`src/rtl/mult_share_pkg.sv`:
```
// Shared types and helpers for the multiplier-sharing arbiter.
//   mult_state_e : top-level sequencing states
//   rr_pick()    : round-robin one-hot grant over up to MAX_REQ requesters
package mult_share_pkg;

    typedef enum logic [1:0] {
        IDLE,
        RUN,
        DONE
    } mult_state_e;

    // Upper bound on requesters handled by rr_pick; callers zero-extend
    // their request vector to this width and keep the low NUM_REQ bits.
    localparam int MAX_REQ = 32;
    localparam int IDX_W   = $clog2(MAX_REQ);

    // Returns a one-hot grant for the first set bit of `valid` found when
    // searching upward from last+1, wrapping modulo num_req. All-zero when
    // no bit in the lower num_req positions is set.
    function automatic logic [MAX_REQ-1:0] rr_pick(
        input logic [MAX_REQ-1:0] valid,
        input logic [IDX_W-1:0]   last,
        input int                 num_req
    );
        logic [MAX_REQ-1:0] grant;
        logic               found;
        logic [IDX_W-1:0]   idx;
        grant = '0;
        found = 1'b0;
        idx   = '0;
        for (int k = 1; k <= MAX_REQ; k++) begin
            if (k <= num_req) begin
                idx = IDX_W'((int'(last) + k) % num_req);
                if (!found && valid[idx]) begin
                    grant[idx] = 1'b1;
                    found      = 1'b1;
                end
            end
        end
        return grant;
    endfunction

endpackage

```
`src/rtl/shift_add_core.sv`:
```
// Sequential unsigned shift-add multiplier, one iteration per cycle.
// Ports:
//   clk, areset_n : clock, asynchronous active-low reset
//   start         : load a/b and begin; ignored while an operation runs
//   a, b          : unsigned operands (multiplicand, multiplier)
//   done          : high in the cycle whose closing edge performs the
//                   final iteration
//   product       : a*b, valid from the edge after done until next start
module shift_add_core #(
    parameter int OPERAND_SIZE = 4
) (
    input  logic                      clk,
    input  logic                      areset_n,
    input  logic                      start,
    input  logic [OPERAND_SIZE-1:0]   a,
    input  logic [OPERAND_SIZE-1:0]   b,
    output logic                      done,
    output logic [2*OPERAND_SIZE-1:0] product
);

    localparam int ACC_W = 2 * OPERAND_SIZE + 1;
    // Wide enough to hold OPERAND_SIZE itself, the terminal count.
    localparam int CNT_W = $clog2(OPERAND_SIZE + 1);

    logic [OPERAND_SIZE-1:0] a_q;
    logic [ACC_W-1:0]        acc;      // {carry, hi, lo}
    logic [ACC_W-1:0]        acc_step;
    logic [CNT_W-1:0]        cnt;
    logic [CNT_W-1:0]        cnt_inc;
    logic                    running;

    // NOTE: every variable assigned in always_comb gets a default first,
    // so no path leaves it unassigned and no latch is inferred.
    always_comb begin
        acc_step = acc >> 1;
        if (acc[0]) begin
            // hi + a fits in {carry, hi}; the shift then drops the used lo bit.
            acc_step = (acc + {1'b0, a_q, {OPERAND_SIZE{1'b0}}}) >> 1;
        end
        cnt_inc = cnt + 1'b1;
    end

    assign done    = running && (cnt_inc == CNT_W'(OPERAND_SIZE));
    assign product = acc[2*OPERAND_SIZE-1:0];

    // NOTE: sequential state uses non-blocking assignments so every
    // register samples pre-edge values regardless of statement order.
    // All datapath registers are reset so an aborted operation leaves no
    // stale product visible.
    always_ff @(posedge clk or negedge areset_n) begin
        if (!areset_n) begin
            a_q     <= '0;
            acc     <= '0;
            cnt     <= '0;
            running <= 1'b0;
        end else if (start && !running) begin
            a_q     <= a;
            acc     <= {1'b0, {OPERAND_SIZE{1'b0}}, b};
            cnt     <= '0;
            running <= 1'b1;
        end else if (running) begin
            acc     <= acc_step;
            cnt     <= cnt_inc;
            if (done) begin
                running <= 1'b0;
            end
        end
    end

endmodule

```
`src/rtl/mult_share_arbiter.sv`:
```
// Shares one shift_add_core among NUM_REQ requesters with round-robin
// arbitration and a single tagged response channel with backpressure.
// Ports:
//   clk, areset_n : clock, asynchronous active-low reset
//   req_valid     : per-requester operation pending
//   req_ready     : one-hot grant, only in IDLE
//   req_a, req_b  : packed operands, requester i at [i*OPERAND_SIZE +: OPERAND_SIZE]
//   rsp_valid     : product/tag valid (DONE state)
//   rsp_ready     : consumer accepts response
//   rsp_id        : requester index owning the product
//   rsp_product   : unsigned a*b
//   busy          : high outside IDLE
module mult_share_arbiter #(
    parameter int OPERAND_SIZE = 4,
    parameter int NUM_REQ      = 4,
    parameter int ID_W         = $clog2(NUM_REQ)
) (
    input  logic                              clk,
    input  logic                              areset_n,
    input  logic [NUM_REQ-1:0]                req_valid,
    output logic [NUM_REQ-1:0]                req_ready,
    input  logic [NUM_REQ*OPERAND_SIZE-1:0]   req_a,
    input  logic [NUM_REQ*OPERAND_SIZE-1:0]   req_b,
    output logic                              rsp_valid,
    input  logic                              rsp_ready,
    output logic [ID_W-1:0]                   rsp_id,
    output logic [2*OPERAND_SIZE-1:0]         rsp_product,
    output logic                              busy
);

    import mult_share_pkg::*;

    mult_state_e state;
    mult_state_e state_next;

    logic [ID_W-1:0]             last_grant;
    logic [ID_W-1:0]             tag_q;
    logic [ID_W-1:0]             win_id;
    logic [MAX_REQ-1:0]          grant_full;
    logic [NUM_REQ-1:0]          grant;
    logic                        accept;
    logic [OPERAND_SIZE-1:0]     core_a;
    logic [OPERAND_SIZE-1:0]     core_b;
    logic                        core_done;
    logic [2*OPERAND_SIZE-1:0]   core_product;

    // Winner depends only on req_valid and last_grant, never on rsp_ready.
    assign grant_full = rr_pick(MAX_REQ'(req_valid), IDX_W'(last_grant), NUM_REQ);
    assign grant      = grant_full[NUM_REQ-1:0];

    if (NUM_REQ < MAX_REQ) begin : g_pad
        logic unused_grant_bits;
        assign unused_grant_bits = ^grant_full[MAX_REQ-1:NUM_REQ];
    end

    always_comb begin
        win_id = '0;
        for (int i = 0; i < NUM_REQ; i++) begin
            if (grant[i]) begin
                win_id = ID_W'(i);
            end
        end
    end

    // grant is a subset of req_valid, so any grant bit in IDLE is a handshake.
    assign accept = (state == IDLE) && (|grant);
    assign core_a = req_a[int'(win_id) * OPERAND_SIZE +: OPERAND_SIZE];
    assign core_b = req_b[int'(win_id) * OPERAND_SIZE +: OPERAND_SIZE];

    shift_add_core #(
        .OPERAND_SIZE (OPERAND_SIZE)
    ) u_core (
        .clk      (clk),
        .areset_n (areset_n),
        .start    (accept),
        .a        (core_a),
        .b        (core_b),
        .done     (core_done),
        .product  (core_product)
    );

    // State register
    always_ff @(posedge clk or negedge areset_n) begin
        if (!areset_n) begin
            state <= IDLE;
        end else begin
            state <= state_next;
        end
    end

    // Next-state logic
    always_comb begin
        state_next = state;
        case (state)
            IDLE:    if (accept)    state_next = RUN;
            RUN:     if (core_done) state_next = DONE;
            DONE:    if (rsp_ready) state_next = IDLE;
            default: state_next = IDLE;
        endcase
    end

    // Output logic
    always_comb begin
        req_ready   = '0;
        busy        = 1'b0;
        rsp_valid   = 1'b0;
        rsp_product = '0;
        case (state)
            IDLE: req_ready = grant;
            RUN:  busy      = 1'b1;
            DONE: begin
                busy        = 1'b1;
                rsp_valid   = 1'b1;
                rsp_product = core_product;
            end
            default: ;
        endcase
    end

    // Priority pointer and response tag move only on an accepted request.
    always_ff @(posedge clk or negedge areset_n) begin
        if (!areset_n) begin
            last_grant <= ID_W'(NUM_REQ - 1);
            tag_q      <= '0;
        end else if (accept) begin
            last_grant <= win_id;
            tag_q      <= win_id;
        end
    end

    assign rsp_id = tag_q;

endmodule

```
`config.mk`:
```
export PLATFORM = sky130hd
export DESIGN_NAME = mult_share_arbiter
export DESIGN_NICKNAME = d
export VERILOG_FILES = /design/src/rtl/mult_share_pkg.sv /design/src/rtl/shift_add_core.sv /design/src/rtl/mult_share_arbiter.sv
export SDC_FILE = /design/constraint.sdc
export NUM_CORES = 1
export LEC_CHECK = 0
export ABC_AREA = 1
export CORE_ASPECT_RATIO = 2
export CORE_MARGIN = 4
export CORE_UTILIZATION = 45
export DETAILED_ROUTE_END_ITERATION = 10
export PLACE_DENSITY = 0.8
export SYNTH_ARGS = -nofsm -noshare
export SYNTH_HDL_FRONTEND = slang
export SYNTH_SLANG_ARGS = --single-unit
```
`constraint.sdc`:
```
create_clock -name clk -period 3.45 [get_ports clk]
set_input_delay 0.69 -clock clk [delete_from_list [all_inputs] [get_ports clk]]
set_output_delay 0.69 -clock clk [all_outputs]
set_load 0.01 [all_outputs]
```
==> flow_summary.ini <==
[layout]
drive_above_1_share_pct = 11.02
synthToLayoutAreaGrowth_pct = 34.51
fin_area_sq_um = 2755
regArea_sq_um = 553.0
multiInputGateArea_sq_um = 1304
nFillCells = 409
diodes = 0
nets = 422

[worst_setup_path]
worstPathArrival_ps = 2650
startpoint_type = flop
cp-end-kind = output port
critPathRequiredTime_ps = 2760
cp_max_fo = 6
worst-setup-path-type = reg2out
reg2reg_depth = 17

[global_routing]
grt-ovfl-total = 0
grt_max_degree = 23
grt_pass1_wl_mm = 9.363
gr-usage-all-layers_pct = 20.40
grt_pass1_vias = 2129
antenna_found_initial = 0

[timing]
maxSlewHeadroom_pct = 32.60
fmax_ghz = 0.2991
fin_hold_ws_ps = 486.2
worstMarginPinSlew_ps = 1008
skew_ps = 7.036
drv_slew = 0
layout_min_cycle_time_ps = 3343
hold_viol_final = 0
finalSetupViolations = 0
period_share_pct = 96.91
finalWorstSetupSlack_ps = 106.7

[clock_network]
numCtsBuffers = 3
cts-root-buf = clkbuf_8
htree_levels = 1
clkLatencyLatePin_ps = 270
clock_path_buffers = 2
clock_sinks = 22
cts_tree = built
clk_pin_slew_ps = 90

[placement]
port_buffers = 54
dp_hpwl_mm = 4.492
dpl_cell_area_sq_um = 2664
place_congestion = 0.9083
pre_cts_slack_ps = 146.8

[pwr]
power.internal_mw = 1.490
p_sw_mw = 1.816
power_density_nw_per_um2 = 1200
p_seq_share_pct = 15.8
ir_drop_mv = 0.9233
p_sw_share_pct = 54.94
power_frac_clock_pct = 7.4
power_frac_comb_pct = 76.8
p_leak_nw = 1.474
power_mw = 3.306

[synthesis]
seq_area_frac_synth_pct = 27.00
ys_warn_count = 0
synth_compound_area_share_pct = 10.14
ys_top_cells_by_count = nand2_1 (95), nor2_1 (40), inv_1 (34)
async_flop_share_pct = 100.0
synth-xor-area-share_pct = 0
synthAdderAreaFrac_pct = 11.97
yosys.area.top_type = dfrtp_1
synth_simple_gate_area_share_pct = 41.54
synth_top_family_by_area = simple AND/OR/NAND/NOR gates
ys_ff_latch = 22
synthMuxAreaShare_pct = 0
synth_ff_type = dfrtp_1
synth.net_count = 361
synthTopCellsByArea = dfrtp_1 (24%), nand2_1 (17%), ha_1 (11%), nor2_1 (7.3%), inv_1 (6.2%)
netlist_area_sq_um = 2048
synth.most_common_cell = nand2_1
synth_top_area_share_pct = 24.43
synthCells = 303
avgSynthCellArea_sq_um = 6.760
ys_types = 29
synth_edf_count = 0

[route]
dr_total_vias = 2116
drt_wl_total_mm = 5.574
drt_iter0_markers = 57
route.detailed.drc = 0
via_per_inst = 5.074
first_pass_iters = 4
drtAntennaViolNets = 0
wl_per_cell_um = 13.37

[floorplan]
ios = 55
start_util_pct = 46.74
fp.dieW_um = 55.71
die_h_um = 103.4
rows = 34
core_area_sq_um = 4382
dieArea_sq_um = 5760

[run]
cap_violations = 0

[hold_path]
worstHoldPathCells = 1
hp-class = reg2reg

[outcome]
status = completed
## registers in the layout, indices dropped and copies added, names as in the netlist
name	count
u_core.cnt	3
last_grant	2
u_core.acc	8
u_core.a_q	4
rsp_id	2
u_core.running	1
state	2
## final cells by class
| cell class | count | share of cell area (%) |
|---|---|---|
| well taps | 54 | 2.452 |
| multi-input cells | 232 | 47.32 |
| flip-flops and latches | 22 | 20.07 |
| inverters | 45 | 6.131 |
| clock buffers | 3 | 1.499 |
| repair buffers | 60 | 21.44 |
| clock inverters | 1 | 1.090 |
## power groups by stage
stage / registers, mW / logic [mW] / clock network [mW]
floorplan: 0.494 / 1.87 / 0
CTS: 0.526 / 2.53 / 0.244
finish: 0.521 / 2.54 / 0.245
global route: 0.544 / 2.83 / 0.256
global placement: 0.528 / 2.47 / 0
detailed placement: 0.528 / 2.52 / 0
## cell usage in the layout (no fill, tap or decap), drive strengths merged
cell type and n:
nand2 103, clkdlybuf4s50 52, nor2 44, inv 42, nand3 26, o21ai 24
dfrtp 20, ha 18, a21oi 6, buf 6, clkinv 3, o22ai 3
clkbuf 3, a31oi 2, dfstp 2, dlymetal6s2s 2, or2 1, o21bai 1
o21a 1, a21boi 1, nand3b 1, fa 1, bufinv 1
## cell families (layout without fill, tap and decap cells)
family | Yosys count | in the layout
buffers and inverters | 49 | 109
and+or+nand+nor | 175 | 175
adders and majority gates | 19 | 19
DFF | 22 | 22
AOI/OAI and AO/OA | 38 | 38
## layer usage
metal / GRT usage, % / vias to the layer above / wire (um)
met5: 0 / - / 0
met4: 12.36 / 0 / 263
met3: 3.106 / 21 / 275
met2: 40.24 / 71 / 3059
met1: 19.43 / 955 / 1975
li1: - / 1069 / -
## worst paths after layout
kind,start,end,slack [ps]
hold / removal,u_core.cnt[0],u_core.cnt[0],490
setup / recovery,last_grant[1],req_ready[0],110
setup reg to reg,last_grant[1],u_core.a_q[3],790
max in group asynchronous,areset_n,u_core.acc[4],1870
min in group asynchronous,areset_n,u_core.cnt[2],970
hold reg to reg,u_core.cnt[0],u_core.cnt[0],490
## critical path, cell delays in order, from the launching register on
cell	delay, ps
dfstp_2	590
inv_1	70
ha_1	310
inv_1	100
nand3_2	100
nand2_4	110
nand2_2	90
nor2_4	150
nand2_1	90
a31oi_1	210
clkdlybuf4s50_1	570
## stage by stage
step / utilization (%) / setup TNS (ps) / cells
2_1_floorplan: - / 0 / 303
3_3_place_gp: 60.79 / 0 / 411
3_5_place_dp: 60.79 / 0 / 411
4_1_cts: 62.42 / 0 / 415
5_1_grt: 62.88 / -5.529 / 417
6_report: 62.88 / 0 / 417
## repair_timing
action | CTS | global route
endpoints found under the setup margin | 0 | 4
hold buffers | 0 | 0
resized for setup | 0 | 2
setup buffers | 0 | 2
(Power assumes the default switching activity.)
